--- src/rtl/mem_xlate_pkg.sv ---
// Shared definitions for the memory translate/issue block: FSM state
// encoding, access size encoding, exception bit positions and the
// byte-lane helpers used when building the bus request.
package mem_xlate_pkg;

    typedef enum logic [1:0] {
        ST_IDLE  = 2'd0,
        ST_XLATE = 2'd1,
        ST_ISSUE = 2'd2,
        ST_DRAIN = 2'd3
    } state_t;

    localparam logic [1:0] SZ_BYTE = 2'd0;
    localparam logic [1:0] SZ_HALF = 2'd1;
    localparam logic [1:0] SZ_WORD = 2'd2;

    // resp_exc = {ADEM, ALE, TLBR, PIL, PIS, PPI, PME}
    localparam int EXC_W    = 7;
    localparam int EXC_PME  = 0;
    localparam int EXC_PPI  = 1;
    localparam int EXC_PIS  = 2;
    localparam int EXC_PIL  = 3;
    localparam int EXC_TLBR = 4;
    localparam int EXC_ALE  = 5;
    localparam int EXC_ADEM = 6;

    // Byte strobes for an access of the given size at byte offset off.
    function automatic logic [3:0] lane_strb(input logic [1:0] size, input logic [1:0] off);
        case (size)
            SZ_BYTE: lane_strb = 4'b0001 << off;
            SZ_HALF: lane_strb = off[1] ? 4'b1100 : 4'b0011;
            default: lane_strb = 4'b1111;
        endcase
    endfunction

    // Right-aligned store data replicated onto every lane it could occupy.
    function automatic logic [31:0] lane_data(input logic [1:0] size, input logic [31:0] wdata);
        case (size)
            SZ_BYTE: lane_data = {4{wdata[7:0]}};
            SZ_HALF: lane_data = {2{wdata[15:0]}};
            default: lane_data = wdata;
        endcase
    endfunction

endpackage

--- src/rtl/mem_xlate_lookup.sv ---
// Address translation: direct mode, then lowest-index DMW hit, then TLB.
// Latency: purely combinational. Backpressure: none (no handshake).
// Ports: va/store/size of the registered request, privilege and window
// config, TLB result flags; outputs physical address pa and exception vector exc.
module mem_xlate_lookup
    import mem_xlate_pkg::*;
#(
    parameter int DMW_NUM = 2
) (
    input  logic [31:0]          va,
    input  logic                 store,
    input  logic [1:0]           size,
    input  logic [1:0]           plv,
    input  logic                 direct_addr,
    input  logic [DMW_NUM*8-1:0] dmw_cfg,
    input  logic                 tlb_found,
    input  logic                 tlb_v,
    input  logic                 tlb_d,
    input  logic [19:0]          tlb_ppn,
    input  logic [5:0]           tlb_ps,
    input  logic [1:0]           tlb_plv,
    output logic [31:0]          pa,
    output logic [EXC_W-1:0]     exc
);

    logic       dmw_hit;
    logic [2:0] dmw_pseg;
    logic       ale;
    logic       adem;
    logic       tlb_chk;
    logic       tlb_ok;
    logic       ppi;

    // Window byte layout: {plv0, plv3, pseg[2:0], vseg[2:0]}.
    always_comb begin
        dmw_hit  = 1'b0;
        dmw_pseg = 3'b000;
        for (int i = 0; i < DMW_NUM; i++) begin
            if (!dmw_hit && va[31:29] == dmw_cfg[i*8 +: 3] &&
                ((plv == 2'd0 && dmw_cfg[i*8+7]) || (plv == 2'd3 && dmw_cfg[i*8+6]))) begin
                dmw_hit  = 1'b1;
                dmw_pseg = dmw_cfg[i*8+3 +: 3];
            end
        end
    end

    always_comb begin
        ale  = (size == SZ_WORD && va[1:0] != 2'b00) || (size == SZ_HALF && va[0]);
        adem = va[31] && plv == 2'd3 && !dmw_hit && !direct_addr;
        // TLB faults only matter when the TLB supplies the address and
        // the access has not already failed an address check.
        tlb_chk = !direct_addr && !dmw_hit && !ale && !adem;
        tlb_ok  = tlb_found && tlb_v;
        ppi     = tlb_chk && tlb_ok && (plv > tlb_plv);

        exc           = '0;
        exc[EXC_ADEM] = adem;
        exc[EXC_ALE]  = ale;
        exc[EXC_TLBR] = tlb_chk && !tlb_found;
        exc[EXC_PIL]  = tlb_chk && tlb_found && !tlb_v && !store;
        exc[EXC_PIS]  = tlb_chk && tlb_found && !tlb_v && store;
        exc[EXC_PPI]  = ppi;
        exc[EXC_PME]  = tlb_chk && tlb_ok && !ppi && store && !tlb_d;

        if (direct_addr)
            pa = va;
        else if (dmw_hit)
            pa = {dmw_pseg, va[28:0]};
        else if (tlb_ps == 6'd22)
            pa = {tlb_ppn[19:10], va[21:0]};
        else
            pa = {tlb_ppn, va[11:0]};
    end

endmodule

--- src/rtl/mem_xlate_issue.sv ---
// Translate one load/store request and issue it to the data bus.
// Latency: accept -> 1 cycle XLATE -> ISSUE held until data_addr_ok.
// Backpressure: in_ready low unless IDLE, outstanding < MAX_OUTST, no flush.
// Ports: in_* request, flush/plv/direct_addr/dmw_cfg context, tlb_* lookup,
// data_* bus, resp_* result. MEM_XLATE_PERF_EN adds perf_tlb_miss/perf_stall.
module mem_xlate_issue
    import mem_xlate_pkg::*;
#(
    parameter int DMW_NUM   = 2,
    parameter int MAX_OUTST = 4,
    parameter int TAG_W     = 4
) (
    input  logic                 clk,
    input  logic                 reset,
    input  logic                 in_valid,
    output logic                 in_ready,
    input  logic [31:0]          in_vaddr,
    input  logic                 in_store,
    input  logic [1:0]           in_size,
    input  logic [31:0]          in_wdata,
    input  logic [TAG_W-1:0]     in_tag,
    input  logic                 flush,
    input  logic [1:0]           plv,
    input  logic                 direct_addr,
    input  logic [DMW_NUM*8-1:0] dmw_cfg,
    output logic [18:0]          tlb_vppn,
    output logic                 tlb_va_bit12,
    input  logic                 tlb_found,
    input  logic                 tlb_v,
    input  logic                 tlb_d,
    input  logic [19:0]          tlb_ppn,
    input  logic [5:0]           tlb_ps,
    input  logic [1:0]           tlb_plv,
    output logic                 data_req,
    output logic                 data_wr,
    output logic [1:0]           data_size,
    output logic [3:0]           data_wstrb,
    output logic [31:0]          data_addr,
    output logic [31:0]          data_wdata,
    input  logic                 data_addr_ok,
    input  logic                 data_data_ok,
    output logic                 resp_valid,
    output logic [TAG_W-1:0]     resp_tag,
    output logic [6:0]           resp_exc,
    output logic                 resp_issued
`ifdef MEM_XLATE_PERF_EN
    ,
    output logic [31:0]          perf_tlb_miss,
    output logic [31:0]          perf_stall
`endif
);

    localparam int CNT_W = $clog2(MAX_OUTST) + 1;

    state_t             state_q, state_d;
    logic [31:0]        va_q, va_d;
    logic               store_q, store_d;
    logic [1:0]         size_q, size_d;
    logic [31:0]        wdata_q, wdata_d;
    logic [TAG_W-1:0]   tag_q, tag_d;
    logic [CNT_W-1:0]   cnt_q, cnt_d;
    logic [31:0]        addr_q, addr_d;
    logic [3:0]         strb_q, strb_d;
    logic [31:0]        bdata_q, bdata_d;
    logic               inc, dec;
    logic [31:0]        pa;
    logic [EXC_W-1:0]   exc;

    mem_xlate_lookup #(.DMW_NUM(DMW_NUM)) u_lookup (
        .va          (va_q),
        .store       (store_q),
        .size        (size_q),
        .plv         (plv),
        .direct_addr (direct_addr),
        .dmw_cfg     (dmw_cfg),
        .tlb_found   (tlb_found),
        .tlb_v       (tlb_v),
        .tlb_d       (tlb_d),
        .tlb_ppn     (tlb_ppn),
        .tlb_ps      (tlb_ps),
        .tlb_plv     (tlb_plv),
        .pa          (pa),
        .exc         (exc)
    );

    always_comb begin
        state_d     = state_q;
        va_d        = va_q;
        store_d     = store_q;
        size_d      = size_q;
        wdata_d     = wdata_q;
        tag_d       = tag_q;
        addr_d      = addr_q;
        strb_d      = strb_q;
        bdata_d     = bdata_q;
        inc         = 1'b0;
        resp_valid  = 1'b0;
        resp_issued = 1'b0;
        resp_exc    = '0;
        // Gated by reset so the request port is closed while reset is held.
        in_ready    = (state_q == ST_IDLE) && (cnt_q < CNT_W'(MAX_OUTST)) && !flush && !reset;

        case (state_q)
            ST_IDLE: begin
                if (in_valid && in_ready) begin
                    va_d    = in_vaddr;
                    store_d = in_store;
                    size_d  = in_size;
                    wdata_d = in_wdata;
                    tag_d   = in_tag;
                    state_d = ST_XLATE;
                end
            end
            ST_XLATE: begin
                if (flush) begin
                    state_d = ST_IDLE;
                end else if (|exc) begin
                    resp_valid = 1'b1;
                    resp_exc   = exc;
                    state_d    = ST_IDLE;
                end else begin
                    addr_d  = pa;
                    strb_d  = lane_strb(size_q, va_q[1:0]);
                    bdata_d = lane_data(size_q, wdata_q);
                    state_d = ST_ISSUE;
                end
            end
            ST_ISSUE: begin
                // A flush coinciding with addr_ok still counts the request
                // but suppresses its response, same as a drained one.
                if (data_addr_ok) begin
                    inc         = 1'b1;
                    resp_valid  = !flush;
                    resp_issued = !flush;
                    state_d     = ST_IDLE;
                end else if (flush) begin
                    state_d = ST_DRAIN;
                end
            end
            ST_DRAIN: begin
                if (data_addr_ok) begin
                    inc     = 1'b1;
                    state_d = ST_IDLE;
                end
            end
            default: state_d = ST_IDLE;
        endcase

        dec = data_data_ok && (cnt_q != '0);
        case ({inc, dec})
            2'b10:   cnt_d = cnt_q + 1'b1;
            2'b01:   cnt_d = cnt_q - 1'b1;
            default: cnt_d = cnt_q;
        endcase
    end

    always_ff @(posedge clk or posedge reset) begin
        if (reset) begin
            state_q <= ST_IDLE;
            va_q    <= '0;
            store_q <= 1'b0;
            size_q  <= '0;
            wdata_q <= '0;
            tag_q   <= '0;
            cnt_q   <= '0;
            addr_q  <= '0;
            strb_q  <= '0;
            bdata_q <= '0;
        end else begin
            state_q <= state_d;
            va_q    <= va_d;
            store_q <= store_d;
            size_q  <= size_d;
            wdata_q <= wdata_d;
            tag_q   <= tag_d;
            cnt_q   <= cnt_d;
            addr_q  <= addr_d;
            strb_q  <= strb_d;
            bdata_q <= bdata_d;
        end
    end

    assign tlb_vppn     = va_q[31:13];
    assign tlb_va_bit12 = va_q[12];
    assign data_req     = (state_q == ST_ISSUE) || (state_q == ST_DRAIN);
    assign data_wr      = store_q;
    assign data_size    = size_q;
    assign data_wstrb   = strb_q;
    assign data_addr    = addr_q;
    assign data_wdata   = bdata_q;
    assign resp_tag     = tag_q;

`ifdef MEM_XLATE_PERF_EN
    logic [31:0] perf_tlb_miss_q, perf_tlb_miss_d;
    logic [31:0] perf_stall_q, perf_stall_d;

    always_comb begin
        perf_tlb_miss_d = perf_tlb_miss_q;
        perf_stall_d    = perf_stall_q;
        if (state_q == ST_XLATE && !flush && exc[EXC_TLBR] && perf_tlb_miss_q != '1)
            perf_tlb_miss_d = perf_tlb_miss_q + 1'b1;
        if (state_q == ST_ISSUE && !data_addr_ok && perf_stall_q != '1)
            perf_stall_d = perf_stall_q + 1'b1;
    end

    always_ff @(posedge clk or posedge reset) begin
        if (reset) begin
            perf_tlb_miss_q <= '0;
            perf_stall_q    <= '0;
        end else begin
            perf_tlb_miss_q <= perf_tlb_miss_d;
            perf_stall_q    <= perf_stall_d;
        end
    end

    assign perf_tlb_miss = perf_tlb_miss_q;
    assign perf_stall    = perf_stall_q;
`endif

endmodule

--- config.mk ---
export PLATFORM = sky130hd
export DESIGN_NAME = mem_xlate_issue
export DESIGN_NICKNAME = d
export VERILOG_FILES = /design/src/rtl/mem_xlate_pkg.sv /design/src/rtl/mem_xlate_lookup.sv /design/src/rtl/mem_xlate_issue.sv
export SDC_FILE = /design/constraint.sdc
export NUM_CORES = 1
export LEC_CHECK = 0
export ABC_AREA = 1
export BUFFER_PORTS_ARGS = -buffer_cell sky130_fd_sc_hd__buf_2
export CAP_MARGIN = 20
export CORE_MARGIN = 1.5
export CORE_UTILIZATION = 50
export DETAILED_ROUTE_END_ITERATION = 10
export PLACE_DENSITY = 0.81
export SETUP_SLACK_MARGIN = 0.2
export SLEW_MARGIN = 20
export SYNTH_ARGS = -nofsm -noshare
export SYNTH_HDL_FRONTEND = slang
export SYNTH_SLANG_ARGS = --single-unit
--- constraint.sdc ---
create_clock -name clk -period 5.7 [get_ports clk]
set_clock_uncertainty 0.1 [all_clocks]
set_input_delay 1.14 -clock clk [delete_from_list [all_inputs] [get_ports clk]]
set_output_delay 1.14 -clock clk [all_outputs]
set_load 0.01 [all_outputs]
==> impl_metrics.yaml, run 1 <==
placed_design:
  dp_hpwl_um: 11800
  io_buffers: 232
  gp_congestion: 0.8542
  pre_cts_ws_ns: 1.727
critical_path:
  critical_path_class: "primary input to primary output"
  worst_path_most_repeated_cell: "nand2_1"
  crit_family: "simple AND/OR/NAND/NOR gates"
  rrSetupSlack_ns: 2.36
  path_max_fanout: 7
  path_buf_inv: 3
  cp-start-kind: "primary input"
  critPathSlowestCell: "nor2_4"
  cp-end-kind: "primary output"
  critPathMaxStageDelay_ns: 0.22
  arrival_ns: 2.75
  cp.required_ns: 4.46
  crit_chain: "buf_2 -> nand2_1 -> inv_1 -> nand2_1 -> nand2_1 -> nand3_2 -> nand2_1 -> nor2_4 -> nand4_2 -> nand3_1 -> a21oi_1 -> nor2_1 -> buf_2"
drt:
  via_per_inst: 4.941
  first_iter_violations: 394
  route.detailed.drc: 0
  route.antenna.remaining_nets: 0
  drt_wl_total_um: 16660
  dr_total_vias: 5667
  dr.pass1.iters: 5
  wl_per_cell_um: 14.53
die:
  core_um2: 12570
  io_pins: 233
  die_area_um2: 13550
  die_x_um: 116.4
  start_util_pct: 51.17
  num_rows: 41
  die_h_um: 116.4
grt:
  grt_usage_pct: 24.97
  grt_max_degree: 104
  grt_pass1_vias: 5169
  grt_antenna_before_repair: 1
  overflow: 0
  grt_pass1_wl_um: 25750
yosys:
  avgSynthCellArea_um2: 8.726
  synth-seq-cells: 144
  synth.distinct_cells: 34
  yosysSeqAreaShare_pct: 56.03
  synth_top_area_cell: "dfrtp_1"
  syn_inst: 737
  ys_top_cells_by_area: "dfrtp_1 (56%), nand2_1 (15%), o21ai_0 (4.1%)"
  syn-num-nets: 873
  yosys_warnings: 0
  yosys.area.top_type_share_pct: 56.03
  syn_area_um2: 6431
power_and_ir_drop:
  p_seq_share_pct: 38.6
  p_switching_w: 0.001763
  leakage_nw: 4.560
  power_density_nw_per_um2: 557.8
  swShare_pct: 38.15
  p_comb_share_pct: 36.9
  clock_power_share_pct: 24.5
  p_int_w: 0.002859
  vdd_drop_max_mv: 0.2719
clock_tree:
  numCtsBuffers: 17
  tritoncts: "yes"
  ctsHoldBuffers: 0
  clk_pin_slew_worst_paths_ns: 0.06
  root_buffer: "clkbuf_16"
  cts_resized: 0
  cts.sinks: 144
  htree_levels: 4
  cts_setup_buffers: 0
  clockBufferDepth: 2
  clk_latency_ns: 0.41
timing:
  fin_setup_tns_ns: 0
  finalCriticalPeriod_ns: 3.988
  tightestPinTransition_ns: 0.9484
  slew-limit-headroom_pct: 36.78
  min_period_over_period_pct: 69.96
  fin_ws_ns: 1.712
  rsz0062_at_grt: "no"
  max_clock_freq_ghz: 0.2508
  timing.final.max_slew_violations: 0
  hold_viol: 0
  setup_viol: 0
finish:
  fillers: 1050
  layout-drive-gt1-share_pct: 29.36
  layout_common_cells: "nand2_1 (260), buf_2 (232), dfrtp_1 (144)"
  syn2layout_area_growth_pct: 28.85
  final_nets: 1097
  final_common_cell: "nand2_1"
run:
  maxCapViolations: 0
status:
  outcome: "finished clean"
worst_hold_path:
  hold_class: "flip-flop to flip-flop"
-- flip-flops by register name, summed over array words and instances, names as in the netlist --
name        count
data_addr      32
data_wdata     32
va_q           32
wdata_q        32
data_wstrb      4
resp_tag        4
cnt_q           3
data_size       2
state_q         2
data_wr         1
-- worst reg2reg max path, stage by stage, from the launching register on --
cell      delay [ns]
dfrtp_1         0.42
inv_1           0.13
ha_1            0.16
inv_1           0.05
nor4_1          0.34
nand2_2         0.62
clkinv_2        0.80
buf_4           0.44
o21ai_0         0.15
-- power by group through the flow --
stage          registers [W]  logic, W  clock network (W)
5_1_grt              0.00184   0.00194            0.00119
4_1_cts              0.00178   0.00172            0.00115
6_report             0.00179   0.00170            0.00113
2_1_floorplan        0.00190  0.000965                  0
3_3_place_gp         0.00178   0.00166                  0
3_5_place_dp         0.00179   0.00171                  0
-- cells in the mapped netlist --
cell type / n
inv_1: 65
o21ai_0: 53
clkbuf_1: 16
nand4_1: 2
xor2_1: 1
nand3_1: 11
o22ai_1: 9
buf_2: 10
nor4b_1: 1
buf_6: 6
nand3_2: 2
nand4_4: 1
nand2_1: 261
buf_1: 1
nor4_1: 2
nand2_2: 1
dfrtp_1: 144
a22oi_1: 4
nor2_4: 2
nor3_1: 3
a21oi_1: 31
nand3_4: 1
inv_2: 3
o211ai_1: 1
mux2i_1: 17
o21ai_1: 51
xnor2_1: 3
or2_2: 1
fa_1: 1
nor2_1: 20
nor2_2: 2
ha_1: 8
a31oi_1: 1
nand4_2: 2
-- layout make-up --
cell class	count	area, µm²	area share, %
diodes	1	2.502	0.03020
clock buffers	20	446.7	5.390
clock inverters	12	157.7	1.902
inverters	68	261.5	3.156
multi-input cells	492	2394	28.88
flip-flops and latches	144	3603	43.48
well taps	172	215.2	2.597
repair buffers	238	1206	14.56
-- stage by stage --
step           cell area (µm²)  hold WS (ns)  cells  utilization, %  total power (W)
2_1_floorplan             6431        0.3375    737               -         0.002864
3_3_place_gp              7680        0.3545   1114           61.11         0.003439
3_5_place_dp              7680        0.3556   1114           61.11         0.003502
4_1_cts                   8284        0.3674   1146           65.91         0.004651
5_1_grt                   8287        0.3725   1147           65.93         0.004971
6_report                  8287        0.3687   1147           65.93         0.004622
-- cell families after synthesis --
group                    Yosys count  share of synthesized area, %
XOR/XNOR                           4                        0.5448
multiplexers                      17                         2.646
AO/OA/AOI/OAI                    150                         12.06
adder cells (fa/ha/maj)            9                         1.868
buffers and inverters            101                         6.790
AND/OR/NAND/NOR                  312                         20.06
flip-flops                       144                         56.03
-- routing by layer --
metal / global-route usage, % / up-vias / routed length [µm]
met4: 9.187 / 0 / 261
met3: 6.072 / 20 / 1170
li1: - / 2816 / -
met2: 40.98 / 208 / 7833
met1: 32.42 / 2623 / 7396
met5: 0 / - / 0
-- final timing paths --
kind                                   startpoint                    to  cells after the start
min in group asynchronous                   reset  cnt_q[1]$_DFFE_PP0P_                      2
hold / removal               cnt_q[0]$_DFFE_PP0P_  cnt_q[0]$_DFFE_PP0P_                      1
max in group asynchronous                   reset   va_q[9]$_DFFE_PP0P_                      3
setup / recovery                           plv[1]            resp_valid                     13
hold reg to reg              cnt_q[0]$_DFFE_PP0P_  cnt_q[0]$_DFFE_PP0P_                      1
setup reg to reg           state_q[1]$_DFFE_PP0P_   va_q[8]$_DFFE_PP0P_                      8
(Power assumes the default switching activity.)
==> inputs of run 2 (changes only) <==
--- a/config.mk
+++ b/config.mk
@@ -5,13 +5,13 @@
 export SDC_FILE = /design/constraint.sdc
 export NUM_CORES = 1
 export LEC_CHECK = 0
-export ABC_AREA = 1
+export ABC_AREA = 0
 export BUFFER_PORTS_ARGS = -buffer_cell sky130_fd_sc_hd__buf_2
 export CAP_MARGIN = 20
 export CORE_MARGIN = 1.5
 export CORE_UTILIZATION = 50
 export DETAILED_ROUTE_END_ITERATION = 10
-export PLACE_DENSITY = 0.81
+export PLACE_DENSITY = 0.8
 export SETUP_SLACK_MARGIN = 0.2
 export SLEW_MARGIN = 20
 export SYNTH_ARGS = -nofsm -noshare
==> constraint.sdc (replaced) <==
create_clock -name clk -period 4.02 [get_ports clk]
set_clock_uncertainty 0.1 [all_clocks]
set_input_delay 0.804 -clock clk [delete_from_list [all_inputs] [get_ports clk]]
set_output_delay 0.804 -clock clk [all_outputs]
set_load 0.01 [all_outputs]
==> run 2 against run 1 <==
  * Clock-buffer cell count down 1
  * Core utilization up 0.069 points
  * Cell area up 5.1%
  * Cell count down 19%
  * Register-to-register slack worse by 0.92 ns
  * Routed wire length up 2.9%
  * Power up 51%
  * Synthesized cell count down 31%
  * Area after synthesis up 4.7%
==> impl_metrics.yaml, run 2 <==
status:
  outcome: "finished clean"
yosys:
  syn-num-nets: 643
  synthFlopType: "dfrtp_1"
  yosys.area.top_type_share_pct: 53.52
  async_flop_share_pct: 100.0
  avgSynthCellArea_um2: 13.28
  synth-seq-cells: 144
  synth_edf_count: 0
  ys_top_cells_by_area: "dfrtp_1 (54%), mux2_2 (13%), mux2_4 (7.8%)"
  syn_inst: 507
  yosysSeqAreaShare_pct: 53.52
  syn_area_um2: 6733
  synth.distinct_cells: 47
  synth_top_area_cell: "dfrtp_1"
  yosys_warnings: 0
  synth.most_common_cell: "dfrtp_1"
  synthTopCellsByCount: "dfrtp_1 (144), mux2_2 (75), a21oi_1 (61)"
die:
  die_x_um: 119.0
  die_area_um2: 14170
  core_um2: 13190
  num_rows: 42
  io_pins: 233
  start_util_pct: 51.04
  die_h_um: 119.0
critical_path:
  worst_path_most_repeated_cell: "buf_2"
  rrSetupSlack_ns: 1.44
  path_buf_inv: 2
  crit_chain: "buf_2 -> and3_1 -> o2111a_1 -> nor3_4 -> nand4_2 -> nor3_1 -> buf_2"
  cp-end-kind: "primary output"
  crit_family: "simple AND/OR/NAND/NOR gates"
  critPathSlowestCell: "o2111a_1"
  critPathMaxStageDelay_ns: 0.35
  arrival_ns: 2.43
  path_max_fanout: 6
  cp-start-kind: "primary input"
  cp.required_ns: 3.12
  critical_path_class: "primary input to primary output"
grt:
  grt_max_degree: 83
  grt_pass1_wl_um: 27760
  overflow: 0
  grt_usage_pct: 25.48
  grt_pass1_vias: 5412
  grt_antenna_before_repair: 0
timing:
  max_clock_freq_ghz: 0.2998
  tightestPinTransition_ns: 0.8699
  fin_ws_ns: 0.6848
  slew-limit-headroom_pct: 41.79
  finalCriticalPeriod_ns: 3.335
  timing.final.max_slew_violations: 0
  hold_viol: 0
  min_period_over_period_pct: 82.96
  rsz0062_at_grt: "no"
  setup_viol: 0
  fin_setup_tns_ns: 0
drt:
  dr_total_vias: 4985
  route.detailed.drc: 0
  first_iter_violations: 216
  route.antenna.remaining_nets: 0
  via_per_inst: 5.360
  wl_per_cell_um: 18.44
  drt_wl_total_um: 17150
  dr.pass1.iters: 4
power_and_ir_drop:
  p_switching_w: 0.002454
  power_density_nw_per_um2: 803.6
  total_power_w: 0.006996
  vdd_drop_max_mv: 0.3860
  p_comb_share_pct: 38.6
  leakage_nw: 4.336
  clock_power_share_pct: 23.0
  swShare_pct: 35.07
  p_int_w: 0.004542
  p_seq_share_pct: 38.4
clock_tree:
  cts.sinks: 144
  ctsHoldBuffers: 0
  clk_latency_ns: 0.43
  clockBufferDepth: 2
  cts_resized: 0
  numCtsBuffers: 17
  htree_levels: 4
  tritoncts: "yes"
  root_buffer: "clkbuf_16"
  clk_pin_slew_worst_paths_ns: 0.06
  cts_setup_buffers: 0
finish:
  syn2layout_area_growth_pct: 29.31
  antennaDiodeCount: 0
  layout-drive-gt1-share_pct: 53.45
  finalNonFillerCells: 930
  layout_common_cells: "buf_2 (232), dfrtp_1 (144), mux2_2 (75)"
  final_nets: 878
  final_common_cell: "buf_2"
placed_design:
  gp_congestion: 0.8919
  dp_hpwl_um: 12580
  placedCellCount: 899
  io_buffers: 232
  pre_cts_ws_ns: 0.7434
run:
  maxCapViolations: 0
worst_hold_path:
  hold_class: "flip-flop to flip-flop"
==> run 2: worst paths after layout <==
| check | startpoint | endpoint | depth (start not counted) |
|---|---|---|---|
| max in group asynchronous | reset | cnt_q[2]$_DFFE_PP0P_ | 3 |
| min | cnt_q[0]$_DFFE_PP0P_ | cnt_q[0]$_DFFE_PP0P_ | 1 |
| min in group asynchronous | reset | va_q[15]$_DFFE_PP0P_ | 2 |
| min reg2reg | cnt_q[0]$_DFFE_PP0P_ | cnt_q[0]$_DFFE_PP0P_ | 1 |
| max reg2reg | va_q[31]$_DFFE_PP0P_ | data_addr[29]$_DFFE_PP0P_ | 6 |
| max | plv[1] | resp_exc[1] | 7 |
==> run 2: logic make-up after synthesis <==
logic type,Yosys count,share of synthesized area (%)
compound gates,93,8.288
xor+xnor,9,1.171
fa+ha+maj,9,1.784
buf+inv,41,3.252
flops,144,53.52
mux,153,26.78
simple gates,58,5.204
==> run 2: layer usage <==
layer / vias to the layer above / global-route usage, % / part of all wire [%]
met5: - / 0 / 0
met4: 0 / 10.17 / 2.5
met3: 36 / 8.142 / 8.0
met2: 202 / 44.69 / 52
met1: 2455 / 28.75 / 38
li1: 2292 / - / -
==> run 2: area by class of cell <==
type	count	area (µm²)
clock buffer	19	452.9
clock inverter	12	160.2
inverter	13	52.55
fill	998	4484
tap	176	220.2
multi-input combinational	322	2940
timing repair buffer	244	1276
sequential	144	3603
==> run 2: power groups by stage <==
stage / Combinational (W) / Sequential, W / Clock (W)
CTS: 0.00273 / 0.00268 / 0.00164
global route: 0.00294 / 0.00277 / 0.00171
finish: 0.00270 / 0.00269 / 0.00161
floorplan: 0.00160 / 0.00278 / 0
global placement: 0.00260 / 0.00266 / 0
detailed placement: 0.00271 / 0.00269 / 0
==> run 2: per-stage QoR <==
step	hold WS [ns]	cell area [µm²]	utilization, %
2_1_floorplan	0.3597	6736	-
3_3_place_gp	0.3733	8093	61.35
3_5_place_dp	0.3858	8093	61.35
4_1_cts	0.3956	8706	66.00
5_1_grt	0.4066	8706	66.00
6_report	0.3983	8706	66.00
==> inputs of run 3 (changes only) <==
==> constraint.sdc (replaced) <==
create_clock -name clk -period 3.4 [get_ports clk]
set_clock_uncertainty 0.1 [all_clocks]
set_input_delay 0.68 -clock clk [delete_from_list [all_inputs] [get_ports clk]]
set_output_delay 0.68 -clock clk [all_outputs]
set_load 0.01 [all_outputs]
==> run 3 against run 2 <==
  * Routed wire length about the same
  * Non-clock buffer count increased by 1
  * Power increased by 16%
  * Cell area decreased by 0.62%
  * Critical path type unchanged
  * Largest cell class unchanged
==> impl_metrics.yaml, run 3 (synthesis results as in run 2) <==
critical_path:
  path_max_fanout: 8
  cp.required_ns: 2.62
  cp-end-kind: "primary output"
  cp-start-kind: "primary input"
  critPathMaxStageDelay_ns: 0.35
  critical_path_class: "primary input to primary output"
  critPathSlowestCell: "o2111a_1"
  crit_chain: "buf_2 -> and3_1 -> o2111a_1 -> nor3_4 -> buf_4 -> nand3_1 -> nor2_1 -> buf_2"
  worst_path_most_repeated_cell: "buf_2"
  arrival_ns: 2.19
drt:
  wl_per_cell_um: 18.41
  drt_wl_total_um: 17160
  dr.pass1.iters: 6
  first_iter_violations: 267
  route.antenna.remaining_nets: 0
  via_per_inst: 5.358
  route.detailed.drc: 0
  dr_total_vias: 4994
clock_tree:
  clk_pin_slew_worst_paths_ns: 0.06
  cts_resized: 0
  cts.sinks: 144
  clockBufferDepth: 2
  clk_latency_ns: 0.41
  numCtsBuffers: 17
  cts_setup_buffers: 0
  ctsHoldBuffers: 0
  root_buffer: "clkbuf_16"
  htree_levels: 4
  tritoncts: "yes"
grt:
  grt_antenna_before_repair: 1
  grt_usage_pct: 24.95
  grt_pass1_vias: 5197
  overflow: 0
  grt_pass1_wl_um: 27290
  grt_max_degree: 84
power_and_ir_drop:
  vdd_drop_max_mv: 0.5035
  power_density_nw_per_um2: 936.2
  leakage_nw: 4.313
timing:
  finalCriticalPeriod_ns: 2.966
  slew-limit-headroom_pct: 44.11
  min_period_over_period_pct: 87.24
  setup_viol: 0
  hold_viol: 0
  fin_setup_tns_ns: 0
  tightestPinTransition_ns: 0.8353
  timing.final.max_slew_violations: 0
  rsz0062_at_grt: "no"
  max_clock_freq_ghz: 0.3371
placed_design:
  gp_congestion: 0.9482
  io_buffers: 232
  dp_hpwl_um: 12520
die:
  die_x_um: 119.0
  num_rows: 42
  core_um2: 13190
  die_area_um2: 14170
  io_pins: 233
  die_h_um: 119.0
  start_util_pct: 51.04
finish:
  postLayoutCoreUtil_pct: 65.59
  final_common_cell: "buf_2"
  fillers: 1023
  final_nets: 879
  layout_common_cells: "buf_2 (232), dfrtp_1 (144), mux2_2 (75)"
  syn2layout_area_growth_pct: 28.51
  layout-drive-gt1-share_pct: 53.25
run:
  maxCapViolations: 0
worst_hold_path:
  hold_class: "primary input to async pin"
status:
  outcome: "finished clean"
[run 3: cell count changes in the layout (fill, tap and decap cells not counted), sizes merged]
cell    delta
bufinv     -2
clkbuf     +2
buf        +1
clkinv     +1
diode      +1
inv        -1
[run 3: worst max-delay path: cells and delay by family]
family / cells / cell delay, ns
AO/OA/AOI/OAI: 1 / 0.35
buffers and inverters: 3 / 0.50
AND/OR/NAND/NOR: 4 / 0.65
[run 3: layout make-up]
class | count | area [µm²] | share of cell area (%)
Tap cell | 176 | 220.2 | 2.545
Timing Repair Buffer | 245 | 1284 | 14.84
Clock inverter | 10 | 88.84 | 1.027
Sequential cell | 144 | 3603 | 41.65
Clock buffer | 21 | 460.4 | 5.322
Multi-Input combinational cell | 322 | 2940 | 33.98
Inverter | 13 | 52.55 | 0.6074
Antenna cell | 1 | 2.502 | 0.02892
[run 3: stage by stage]
step | area, µm² | total power, W | hold WS [ns] | setup WS, ns | instances
floorplan | 6736 | 0.005174 | 0.3597 | 0.5058 | 507
global placement | 8100 | 0.006221 | 0.3754 | 0.5081 | 900
detailed placement | 8100 | 0.006388 | 0.3875 | 0.4088 | 900
CTS | 8650 | 0.008161 | 0.3487 | 0.4060 | 931
global route | 8650 | 0.008589 | 0.3769 | 0.3342 | 931
finish | 8652 | 0.008100 | 0.3292 | 0.4339 | 932
[run 3: final timing paths]
check / from / endpoint / slack (ns) / cells after the start
worst max-delay path: plv[1] / resp_exc[4] / 0.43 / 8
max in group asynchronous: reset / data_addr[3]$_DFFE_PP0P_ / 1.97 / 3
worst max register to register: state_q[0]$_DFFE_PP0P_ / wdata_q[18]$_DFFE_PP0P_ / 0.92 / 6
worst min register to register: resp_tag[2]$_DFFE_PP0P_ / resp_tag[2]$_DFFE_PP0P_ / 0.40 / 1
min in group clk: in_vaddr[4] / va_q[4]$_DFFE_PP0P_ / 0.39 / 2
worst min-delay path: reset / va_q[19]$_DFFE_PP0P_ / 0.33 / 2
[run 3: per-layer routing]
layer  track usage, %  wire [µm]  vias up
li1                 -          -     2293
met1            29.68       6945     2466
met2            42.30       8523      205
met3            8.142       1284       30
met4            9.111        404        0
met5                0          0        -
[run 3: power breakdown]
group          switching (W)  total, W  internal [W]
clock               0.000691   0.00173       0.00103
sequential          0.000627   0.00318       0.00255
combinational        0.00156   0.00319       0.00163
total                0.00288   0.00810       0.00522
